### src/rtl/cpu_ctrl_pkg.sv
// Shared state encoding and opcode class-bit positions for the multi-cycle CPU control sequencer.
package cpu_ctrl_pkg;

  typedef enum logic [2:0] {
    FETCH  = 3'd0,
    DECODE = 3'd1,
    EXEC   = 3'd2,
    MEM    = 3'd3,
    WB     = 3'd4
  } state_e;

  localparam int OP_ALU_BIT = 3;
  localparam int OP_BR_BIT  = 2;
  localparam int OP_ST_BIT  = 1;
  localparam int OP_LD_BIT  = 0;

endpackage

### src/rtl/ctrl_decode.sv
// Combinational opcode classifier: prioritised class flags plus the ALU-side datapath selects.
module ctrl_decode
  import cpu_ctrl_pkg::*;
#(
  parameter int OPCODE_W = 4,
  parameter int ALUOP_W  = 2
) (
  input  logic [OPCODE_W-1:0] op,
  output logic                is_br,
  output logic                is_ld,
  output logic                is_st,
  output logic [ALUOP_W-1:0]  alu_op,
  output logic                alu_src,
  output logic                reg2loc
);

  // Branch wins over load, load over store; anything else non-zero runs as a plain ALU op.
  always_comb begin
    is_br   = op[OP_BR_BIT];
    is_ld   = op[OP_LD_BIT] & ~op[OP_BR_BIT];
    is_st   = op[OP_ST_BIT] & ~op[OP_BR_BIT] & ~op[OP_LD_BIT];
    alu_op  = op[OPCODE_W-1 -: ALUOP_W];
    alu_src = is_ld | is_st;
    reg2loc = is_br | is_st;
  end

endmodule

### src/rtl/multicycle_control.sv
// FETCH/DECODE/EXEC/MEM/WB control sequencer sharing one memory port with a ready handshake.
// Define MC_CTRL_PERF_EN to add the cyc_cnt / ret_cnt performance counter ports.
module multicycle_control
  import cpu_ctrl_pkg::*;
#(
  parameter int OPCODE_W   = 4,
  parameter int ALUOP_W    = 2
`ifdef MC_CTRL_PERF_EN
  ,
  parameter int PERF_CNT_W = 32
`endif
) (
  input  logic                  clk,
  input  logic                  rst_n,
  input  logic                  run,
  input  logic [OPCODE_W-1:0]   opcode,
  input  logic                  alu_zero,
  input  logic                  mem_ready,
  output logic [2:0]            state_o,
  output logic                  ir_we,
  output logic                  pc_we,
  output logic                  pc_src,
  output logic [ALUOP_W-1:0]    alu_op,
  output logic                  alu_src,
  output logic                  reg2loc,
  output logic                  reg_we,
  output logic                  mem_req,
  output logic                  mem_we,
  output logic                  mem_to_reg,
`ifdef MC_CTRL_PERF_EN
  output logic [PERF_CNT_W-1:0] cyc_cnt,
  output logic [PERF_CNT_W-1:0] ret_cnt,
`endif
  output logic                  instr_done
);

  state_e                state_q, state_d;
  logic [OPCODE_W-1:0]   op_q, op_d;
  logic                  is_br, is_ld, is_st;
  logic [ALUOP_W-1:0]    dec_alu_op;
  logic                  dec_alu_src, dec_reg2loc;

  ctrl_decode #(
    .OPCODE_W (OPCODE_W),
    .ALUOP_W  (ALUOP_W)
  ) u_decode (
    .op      (op_q),
    .is_br   (is_br),
    .is_ld   (is_ld),
    .is_st   (is_st),
    .alu_op  (dec_alu_op),
    .alu_src (dec_alu_src),
    .reg2loc (dec_reg2loc)
  );

  always_ff @(posedge clk or negedge rst_n) begin
    if (!rst_n) begin
      state_q <= FETCH;
      op_q    <= '0;
    end else begin
      state_q <= state_d;
      op_q    <= op_d;
    end
  end

  // Everything is gated by rst_n so that run cannot leak onto mem_req while reset is held.
  always_comb begin
    state_d    = state_q;
    op_d       = op_q;
    state_o    = 3'd0;
    ir_we      = 1'b0;
    pc_we      = 1'b0;
    pc_src     = 1'b0;
    alu_op     = '0;
    alu_src    = 1'b0;
    reg2loc    = 1'b0;
    reg_we     = 1'b0;
    mem_req    = 1'b0;
    mem_we     = 1'b0;
    mem_to_reg = 1'b0;
    instr_done = 1'b0;
    if (rst_n) begin
      state_o = state_q;
      if (state_q == EXEC || state_q == MEM || state_q == WB) begin
        alu_op  = dec_alu_op;
        alu_src = dec_alu_src;
        reg2loc = dec_reg2loc;
      end
      case (state_q)
        FETCH: begin
          mem_req = run;
          if (run && mem_ready) begin
            ir_we   = 1'b1;
            pc_we   = 1'b1;
            state_d = DECODE;
          end
        end
        DECODE: begin
          op_d = opcode;
          if (opcode == '0) begin
            instr_done = 1'b1;
            state_d    = FETCH;
          end else begin
            state_d = EXEC;
          end
        end
        EXEC: begin
          if (is_br) begin
            pc_src     = 1'b1;
            pc_we      = alu_zero;
            instr_done = 1'b1;
            state_d    = FETCH;
          end else if (is_ld || is_st) begin
            state_d = MEM;
          end else begin
            state_d = WB;
          end
        end
        MEM: begin
          mem_req = 1'b1;
          mem_we  = is_st;
          if (mem_ready) begin
            if (is_ld) begin
              state_d = WB;
            end else begin
              instr_done = 1'b1;
              state_d    = FETCH;
            end
          end
        end
        WB: begin
          reg_we     = 1'b1;
          mem_to_reg = is_ld;
          instr_done = 1'b1;
          state_d    = FETCH;
        end
        default: state_d = FETCH;
      endcase
    end
  end

`ifdef MC_CTRL_PERF_EN
  logic [PERF_CNT_W-1:0] cyc_cnt_q, cyc_cnt_d;
  logic [PERF_CNT_W-1:0] ret_cnt_q, ret_cnt_d;

  always_comb begin
    cyc_cnt_d = cyc_cnt_q;
    ret_cnt_d = ret_cnt_q;
    if (run || state_q != FETCH) cyc_cnt_d = cyc_cnt_q + 1'b1;
    if (instr_done)              ret_cnt_d = ret_cnt_q + 1'b1;
  end

  always_ff @(posedge clk or negedge rst_n) begin
    if (!rst_n) begin
      cyc_cnt_q <= '0;
      ret_cnt_q <= '0;
    end else begin
      cyc_cnt_q <= cyc_cnt_d;
      ret_cnt_q <= ret_cnt_d;
    end
  end

  assign cyc_cnt = cyc_cnt_q;
  assign ret_cnt = ret_cnt_q;
`endif

endmodule

### config.mk
export PLATFORM = sky130hd
export DESIGN_NAME = multicycle_control
export DESIGN_NICKNAME = d
export VERILOG_FILES = /design/src/rtl/cpu_ctrl_pkg.sv /design/src/rtl/ctrl_decode.sv /design/src/rtl/multicycle_control.sv
export SDC_FILE = /design/constraint.sdc
export NUM_CORES = 1
export LEC_CHECK = 0
export ABC_AREA = 0
export CAP_MARGIN = 20
export CORE_MARGIN = 2
export CORE_UTILIZATION = 40
export DETAILED_ROUTE_END_ITERATION = 7
export PLACE_DENSITY = 0.77
export SLEW_MARGIN = 0
export SYNTH_ARGS = -nofsm -noshare
export SYNTH_HDL_FRONTEND = slang
export SYNTH_HIERARCHICAL = 1
export SYNTH_SLANG_ARGS = --single-unit
### constraint.sdc
create_clock -name clk -period 1.9 [get_ports clk]
set_input_delay 0.285 -clock clk [delete_from_list [all_inputs] [get_ports clk]]
set_output_delay 0.285 -clock clk [all_outputs]
set_load 0.03 [all_outputs]
# After elaboration in Yosys (flattened, before gate mapping)

Index checks and enable logic that the tools add are counted.

Register bits: 7
Output and inout bits: 15
Word-level logic and storage cells: 59

Eq/ne operators: 6
Muxes and demuxes: 36
Bitwise logic cells: 7
Reductions and logical operators: 8

Operators by type and width:

| kind                                                             | number |
|---|---|
| 1-bit two-way mux                                                | 23 |
| 3-bit two-way mux                                                | 6 |
| 3-bit one-hot mux with 4 select lines                            | 1 |
| 3-bit by 2-bit == test with 1-bit output (second input constant) | 2 |
| 2-bit two-way mux                                                | 3 |
| 4-bit zero test                                                  | 1 |
| 2-bit != test (second input constant)                            | 2 |
| 1-bit one-hot mux with 2 select lines                            | 2 |
| 1-bit one-hot mux with 4 select lines                            | 1 |
| 1-bit AND                                                        | 3 |
| 3-bit by 1-bit == test with 1-bit output (second input constant) | 1 |
| 3-bit == test (second input constant)                            | 1 |
| 3-bit zero test                                                  | 1 |
| 1-bit logical OR                                                 | 3 |
| 3-bit AND reduction                                              | 1 |
| 1-bit inverter                                                   | 2 |
| 1-bit OR                                                         | 2 |
| 2-bit AND reduction                                              | 1 |
| 1-bit logical AND                                                | 1 |

# Longest topological paths before layout

Gate-level depths: netlist of run 1.

Word-level depth: 7
Mapped depth: 5

# Hierarchy

Netlist of run 1, hierarchy kept.

Modules (own cells, without submodules):

| module             | instances | cells an instance | area each (µm²) | seq. area each (µm²) |
|---|---|---|---|---|
| multicycle_control | 1         | 71                | 583.1           | 175.2 |
| ctrl_decode        | 1         | 9                 | 62.6            | 0.0 |

# Worst setup path after synthesis of run 1

OpenSTA, ideal clock, no wires.

Path kind: reg2out
Start: register state_q[1]
End: output port pc_we
Arrival: 1742 ps
Slack: -127 ps
Cell stages (with the launch flop): 5
Cell sequence: dfrtp_1 buf_2 nand3_1 o21ai_0 nor4b_1

Cells in the longest elaborated chain, start to end: 3
Elaborated cells on any way between the ends: 4

Ends and longest elaborated chain:

| what                                                                        | line                     | RTL |
|---|---|---|
| from (decl)                                                                 | multicycle_control.sv:37 | `state_e state_q, state_d;` |
| from (signal assigned)                                                      | multicycle_control.sv:61 | `state_q <= state_d;` |
| 3-bit by 2-bit == test with 1-bit output or 3-bit zero test (tied branches) | multicycle_control.sv:89 | `case (state_q)` |
| 1-bit one-hot mux with 2 select lines (*)                                   | multicycle_control.sv:89 |  |
| 1-bit two-way mux (*)                                                       | multicycle_control.sv:82 | `if (rst_n) begin` |
| to (decl)                                                                   | multicycle_control.sv:21 | `output logic pc_we,` |

Every way passes the cells marked *; elsewhere a longest branch is shown, timed or not.

# Worst setup path in the final report of run 1

Start: register op_q[0]
End: output port instr_done

Cells in the longest elaborated chain, start to end: 5

Ends and longest elaborated chain:

| what                                  | line                      | RTL |
|---|---|---|
| from (decl)                           | multicycle_control.sv:38  | `logic [OPCODE_W-1:0] op_q, op_d;` |
| from (signal assigned)                | multicycle_control.sv:62  | `op_q <= op_d;` |
| 1-bit AND                             | ctrl_decode.sv:20         | `is_ld = op[OP_LD_BIT] & ~op[OP_BR_BIT];` |
| net is_ld                             | multicycle_control.sv:39  | `logic is_br, is_ld, is_st;` |
| 1-bit two-way mux                     | multicycle_control.sv:123 | `if (is_ld) begin` |
| 1-bit two-way mux                     | multicycle_control.sv:122 | `if (mem_ready) begin` |
| 1-bit one-hot mux with 4 select lines | multicycle_control.sv:89  |  |
| 1-bit two-way mux                     | multicycle_control.sv:82  |  |
| to (decl)                             | multicycle_control.sv:34  | `output logic instr_done` |

The timed path passes the listed nets, and every way through them passes these cells.

==> impl_metrics.env, run 1 <==
export IMPL_status="complete, no violations"
export IMPL_synthCells=80
export IMPL_final_cell_count_no_fill=127
export IMPL_irDropWorstVdd_v=0.000899
export IMPL_fmax_mhz=551
export IMPL_fin_nets=121
export IMPL_end_kind="output port"
export IMPL_area_delta_synth_final_pct=50.4
export IMPL_globalplace_congestion=0.772
export IMPL_ioPinCount=24
export IMPL_async_flop_share_pct=100
export IMPL_antenna_found_initial=0
export IMPL_min_period_over_period_pct=95.5
export IMPL_avgRoutedWirePerCell_um=12.1
export IMPL_grt_pass1_wl_um=2610
export IMPL_routed_wl_um=1540
export IMPL_cts_buffers=3
export IMPL_dr_first_iter_drc_count=7
export IMPL_arrival_ns=1.53
export IMPL_postRouteAntennaNets=0
export IMPL_cts_max_path_buffers=2
export IMPL_power_uw=1530
export IMPL_portBuffers=23
export IMPL_initial_core_util_pct=42.9
export IMPL_crit_type="reg2out"
export IMPL_period_needed_ns=1.81
export IMPL_synthDistinctLibCells=32
export IMPL_final_util_pct=64.5
export IMPL_clk_latency_ns=0.24
export IMPL_ys_seq_elements=7
export IMPL_synthTopCellsByArea="dfrtp_1, mux2_2, nor2_1, nand2b_1, a21oi_1"
export IMPL_drv_cap=0
export IMPL_avgSynthCellArea_um2=8.07
export IMPL_yosysMostFrequentCell="nor2_1"
export IMPL_synth_edf_count=0
export IMPL_num_rows=14
export IMPL_worst_clock_skew_ns=0.00242
export IMPL_die_y_um=44.2
export IMPL_hold_buffers=0
export IMPL_vias=675
export IMPL_leakage_uw=0.000483
export IMPL_hold_path_class="in2reg"
export IMPL_fp_dieW_um=44.2
export IMPL_start_kind="register"
export IMPL_synthTopCellsByCount="nor2_1, dfrtp_1, inv_1"
export IMPL_netlist_area_um2=646
export IMPL_dpl_hpwl_um=1200
export IMPL_synth_area_leader_cell="dfrtp_1"
export IMPL_dp_cells=118
export IMPL_synth_fp_nets=89
export IMPL_setup_viol=0
export IMPL_drive_above_1_share_pct=42.3
export IMPL_cts_max_level=1
export IMPL_avgViaCountPerCell=5.31
export IMPL_synth_warnings=6
export IMPL_path_max_fanout=2
export IMPL_clock_sinks=7
export IMPL_fillerInstances=143
export IMPL_synth_ff_type="dfrtp_1"
export IMPL_grtUsageTotal_pct=17.4
export IMPL_slew_violations=0
export IMPL_die_area_um2=1950
export IMPL_grt_start_max_net_pins=17
export IMPL_yosysTopAreaCellShare_pct=27.1
export IMPL_rsz0062_at_grt="yes"
export IMPL_drc=0
export IMPL_hold_viol=0
export IMPL_finalSetupTns_ns=0
export IMPL_diodes=0
export IMPL_powerDensity_nw_per_um2=1580
export IMPL_tritoncts="yes"
export IMPL_path_clk_slew_ns=0.05
export IMPL_relSlewSlack_pct=78.8
export IMPL_grt_overflow_total=0
export IMPL_worstMarginPinSlew_ns=0.317
export IMPL_worst_endpoint_required_ns=1.62
export IMPL_grt_pass1_vias=660
export IMPL_cts_root_buf="clkbuf_4"
export IMPL_seq_area_frac_synth_pct=27.1
export IMPL_core_um2=1510
export IMPL_drt_pass1_iterations=2
[layout make-up]
type,count,area [µm²],area share [%]
Timing Repair Buffer,34,285,29.4
Tap cell,16,20.0,2.06
Multi-Input combinational cell,60,437,45.0
Clock buffer,3,22.5,2.32
Clock inverter,1,5.00,0.515
Sequential cell,7,179,18.4
Inverter,6,22.5,2.32
[sequential cells by signal (all words and copies together) (netlist names)]
name	cells
state_q	3
op_q	4
[critical path: stages (launching register included)]
cell      delay [ns]
dfrtp_1         0.38
nor2b_4         0.13
nand3b_1        0.14
a21o_1          0.17
a221oi_2        0.27
buf_4           0.20
[layout by cell type, fill, tap and decap left out, drive strengths merged]
cell type,Yosys,final
a2111o,1,1
a211o,1,1
a21o,1,1
a21oi,5,5
a221oi,1,1
a31oi,2,2
and2,3,3
and3,1,1
and4,1,1
buf,6,26
clkbuf,1,3
clkdlybuf4s50,0,4
clkinv,0,1
dfrtp,7,7
dlymetal6s2s,0,4
inv,6,6
mux2,5,5
nand2,4,4
nand2b,6,6
nand3,2,2
nand3b,2,2
nor2,12,12
nor2b,2,2
nor3b,1,1
nor4,2,2
nor4b,1,1
o21ai,2,2
o311a,1,1
or3,2,2
or4,2,2
[power breakdown]
group          internal (µW)  switching [µW]
Combinational            511             503
Sequential               234             155
Clock                   76.7            53.3
Total                    821             711
[cells by family after synthesis]
kind of cell / after synthesis / share of synthesized area (%)
and+or+nand+nor: 41 / 36.4
AOI/OAI and AO/OA: 14 / 16.3
buffers and inverters: 13 / 10.9
DFF: 7 / 27.1
muxes: 5 / 9.30
[per-stage QoR]
step	hold slack (ns)	worst slack [ns]	area, µm²
detailed placement	0.496	-0.0487	875
floorplan	-0.0106	0.191	664
global route	0.345	-0.0109	971
finish	0.338	0.0856	971
global placement	0.501	-0.0470	875
CTS	0.505	0.0204	917
[per-layer routing]
metal  global-route usage [%]  vias up  share of wire (%)
met4                     6.67        0               0.65
met1                     21.1      316                 42
met3                     3.27        2                6.5
li1                         -      338                  -
met2                     30.3       19                 51
met5                        0        -                  0
[worst paths after layout]
check	from	endpoint	slack, ns	cells after the start
worst max-delay path	op_q[0]$_DFFE_PN0P_	instr_done	0.09	5
worst min-delay path	opcode[2]	op_q[2]$_DFFE_PN0P_	0.34	2
worst max register to register	op_q[0]$_DFFE_PN0P_	state_q[1]$_DFFE_PN0P_	0.25	7
worst min register to register	op_q[3]$_DFFE_PN0P_	op_q[3]$_DFFE_PN0P_	0.50	1
max in group asynchronous	rst_n	state_q[1]$_DFFE_PN0P_	1.22	2
min in group asynchronous	rst_n	op_q[2]$_DFFE_PN0P_	0.54	2
[timing repair]
action,4_1_cts,5_1_grt
endpoints found under the setup margin,5,6
setup buffers,1,4
resized for setup,3,9
pin swaps,0,4
No activity file was read; power rests on OpenSTA's default activity.
==> run 2: changes to the inputs <==
--- a/config.mk
+++ b/config.mk
@@ -12,3 +12,3 @@
 export DETAILED_ROUTE_END_ITERATION = 7
-export PLACE_DENSITY = 0.77
+export PLACE_DENSITY = 0.73
 export SLEW_MARGIN = 0
==> constraint.sdc (replaced) <==
create_clock -name clk -period 1.9 [get_ports clk]
set_input_delay 0.19 -clock clk [delete_from_list [all_inputs] [get_ports clk]]
set_output_delay 0.19 -clock clk [all_outputs]
set_load 0.03 [all_outputs]
==> run 2 against run 1 <==
Against the previous run: power decreased by 9.5%; combinational power decreased by 14%; clock skew decreased by 0.0020 ns; flip-flop and latch count unchanged; clock power decreased by 3%; core utilization decreased by 6.5 points; critical path depth unchanged; register-to-register slack improved by 0.02 ns; sequential share of layout area increased by 1.8 points; sequential power increased by 2%; global-route usage decreased by 1.9 points; final area decreased by 10%; critical path type unchanged; critical endpoint unchanged; largest power group unchanged.
==> impl_metrics.env, run 2 (same netlist as run 1, synthesis figures left out) <==
export IMPL_hold_viol=0
export IMPL_fin_nets=113
export IMPL_worst_clock_skew_ns=0.000455
export IMPL_drt_pass1_iterations=4
export IMPL_grt_pass1_wl_um=2210
export IMPL_postRouteAntennaNets=0
export IMPL_routed_wl_um=1400
export IMPL_dr_first_iter_drc_count=7
export IMPL_dp_cells=115
export IMPL_fillerInstances=155
export IMPL_rsz0062_at_grt="no"
export IMPL_path_clk_slew_ns=0.05
export IMPL_fp_dieW_um=44.2
export IMPL_area_delta_synth_final_pct=35.3
export IMPL_drive_above_1_share_pct=31.1
export IMPL_die_area_um2=1950
export IMPL_vias=624
export IMPL_slew_violations=0
export IMPL_grt_pass1_vias=504
export IMPL_core_um2=1510
export IMPL_num_rows=14
export IMPL_fmax_mhz=559
export IMPL_worstMarginPinSlew_ns=0.459
export IMPL_clkPwrFrac_pct=9.1
export IMPL_drc=0
export IMPL_ioPinCount=24
export IMPL_arrival_ns=1.60
export IMPL_relSlewSlack_pct=69.4
export IMPL_avgRoutedWirePerCell_um=11.8
export IMPL_cts_buffers=3
export IMPL_p_sw_share_pct=47.7
export IMPL_finalSetupTns_ns=0
export IMPL_hold_ws_ns=0.289
export IMPL_final_cell_mix="buf_4, nor2_1, clkdlybuf4s50_1"
export IMPL_grtUsageTotal_pct=15.5
export IMPL_dpl_hpwl_um=1070
export IMPL_tritoncts="yes"
export IMPL_start_kind="register"
export IMPL_crit_chain="nor2b_1 > nand3b_1 > a21o_1 > a221oi_2 > buf_4"
export IMPL_drv_cap=0
export IMPL_portBuffers=23
export IMPL_setup_viol=0
export IMPL_clk_latency_ns=0.24
export IMPL_cts_root_buf="clkbuf_4"
export IMPL_p_switching_uw=662
export IMPL_leakage_uw=0.000401
export IMPL_regArea_um2=176
export IMPL_grt_start_max_net_pins=19
export IMPL_cts_max_path_buffers=2
export IMPL_top_regs="op_q x4, state_q x3"
export IMPL_multi_input_area_um2=413
export IMPL_powerDensity_nw_per_um2=1590
export IMPL_hold_path_class="in2async"
export IMPL_clock_sinks=7
export IMPL_path_max_fanout=4
export IMPL_final_cell_count_no_fill=119
export IMPL_cts_max_level=1
export IMPL_initial_core_util_pct=42.9
export IMPL_avgViaCountPerCell=5.24
export IMPL_irDropWorstVdd_v=0.000869
export IMPL_sequentialPowerShare_pct=28.5
export IMPL_diodes=0
export IMPL_p_comb_share_pct=62.4
export IMPL_die_y_um=44.2
export IMPL_pre_cts_ws_ns=0.122
export IMPL_cpPeakStageDelay_ns=0.39
export IMPL_cpMaxStageDelayCell="dfrtp_1"
export IMPL_end_kind="output port"
export IMPL_globalplace_congestion=0.789
export IMPL_largest_reg_flops=4
export IMPL_largest_register="op_q"
export IMPL_status="complete, no violations"
export IMPL_worst_endpoint_required_ns=1.71
export IMPL_layout_commonest_cell="buf_4"
export IMPL_cts_setup_buffers=0
export IMPL_worst_slack_ns=0.112
export IMPL_antenna_found_initial=0
export IMPL_period_needed_ns=1.79
export IMPL_crit_type="reg2out"
export IMPL_min_period_over_period_pct=94.1
export IMPL_grt_overflow_total=0
export IMPL_internal_power_uw=725
==> run 2: path summary, 6_finish.rpt <==
kind                                        start                endpoint  slack (ns)  depth (start not counted)
setup / recovery              op_q[0]$_DFFE_PN0P_              instr_done        0.11                          5
hold / removal                              rst_n  state_q[1]$_DFFE_PN0P_        0.29                          2
setup reg to reg           state_q[2]$_DFFE_PN0P_     op_q[1]$_DFFE_PN0P_        0.27                          3
hold reg to reg               op_q[3]$_DFFE_PN0P_     op_q[3]$_DFFE_PN0P_        0.50                          1
max in group asynchronous                   rst_n  state_q[0]$_DFFE_PN0P_        1.44                          2
min in group clk              op_q[3]$_DFFE_PN0P_     op_q[3]$_DFFE_PN0P_        0.50                          1
==> run 2: layout make-up <==
cell class	instances	share of cell area, %
clock buffer	4	3.01
inverter	6	2.58
timing repair buffer	26	24.6
sequential	7	20.2
multi-input combinational	60	47.3
tap	16	2.29
==> run 2: per-layer routing <==
layer  part of all wire, %  up-vias  GRT usage, %
met4                     0        0          7.27
met5                     0        -             0
li1                      -      327             -
met3                   5.2        0          4.08
met2                    47       19          22.4
met1                    48      278          21.4
==> run 2: stage by stage <==
step                power, µW  instance area (µm²)  utilization, %
global route             1500                  873            58.0
global placement         1240                  840            55.7
finish                   1390                  873            58.0
floorplan                1060                  652               -
CTS                      1390                  867            57.6
detailed placement       1250                  840            55.7
==> run 2: worst max-delay path, delay by kind of cell, from the launching register on <==
family          cells  cell delay [ns]
compound gates      2             0.46
flops               1             0.39
buf+inv             1             0.20
simple gates        2             0.30
==> run 2: power groups by stage <==
stage	combinational (µW)	clock [µW]	sequential [µW]
after floorplan	763	0	297
after global placement	851	0	392
after detailed placement	857	0	391
after CTS	861	134	391
after global routing	951	138	414
final	866	126	396
==> run 2: repair_timing <==
action                     CTS  global route
hold buffers                 0             0
gates resized for setup      1             2
setup endpoints to repair    1             5
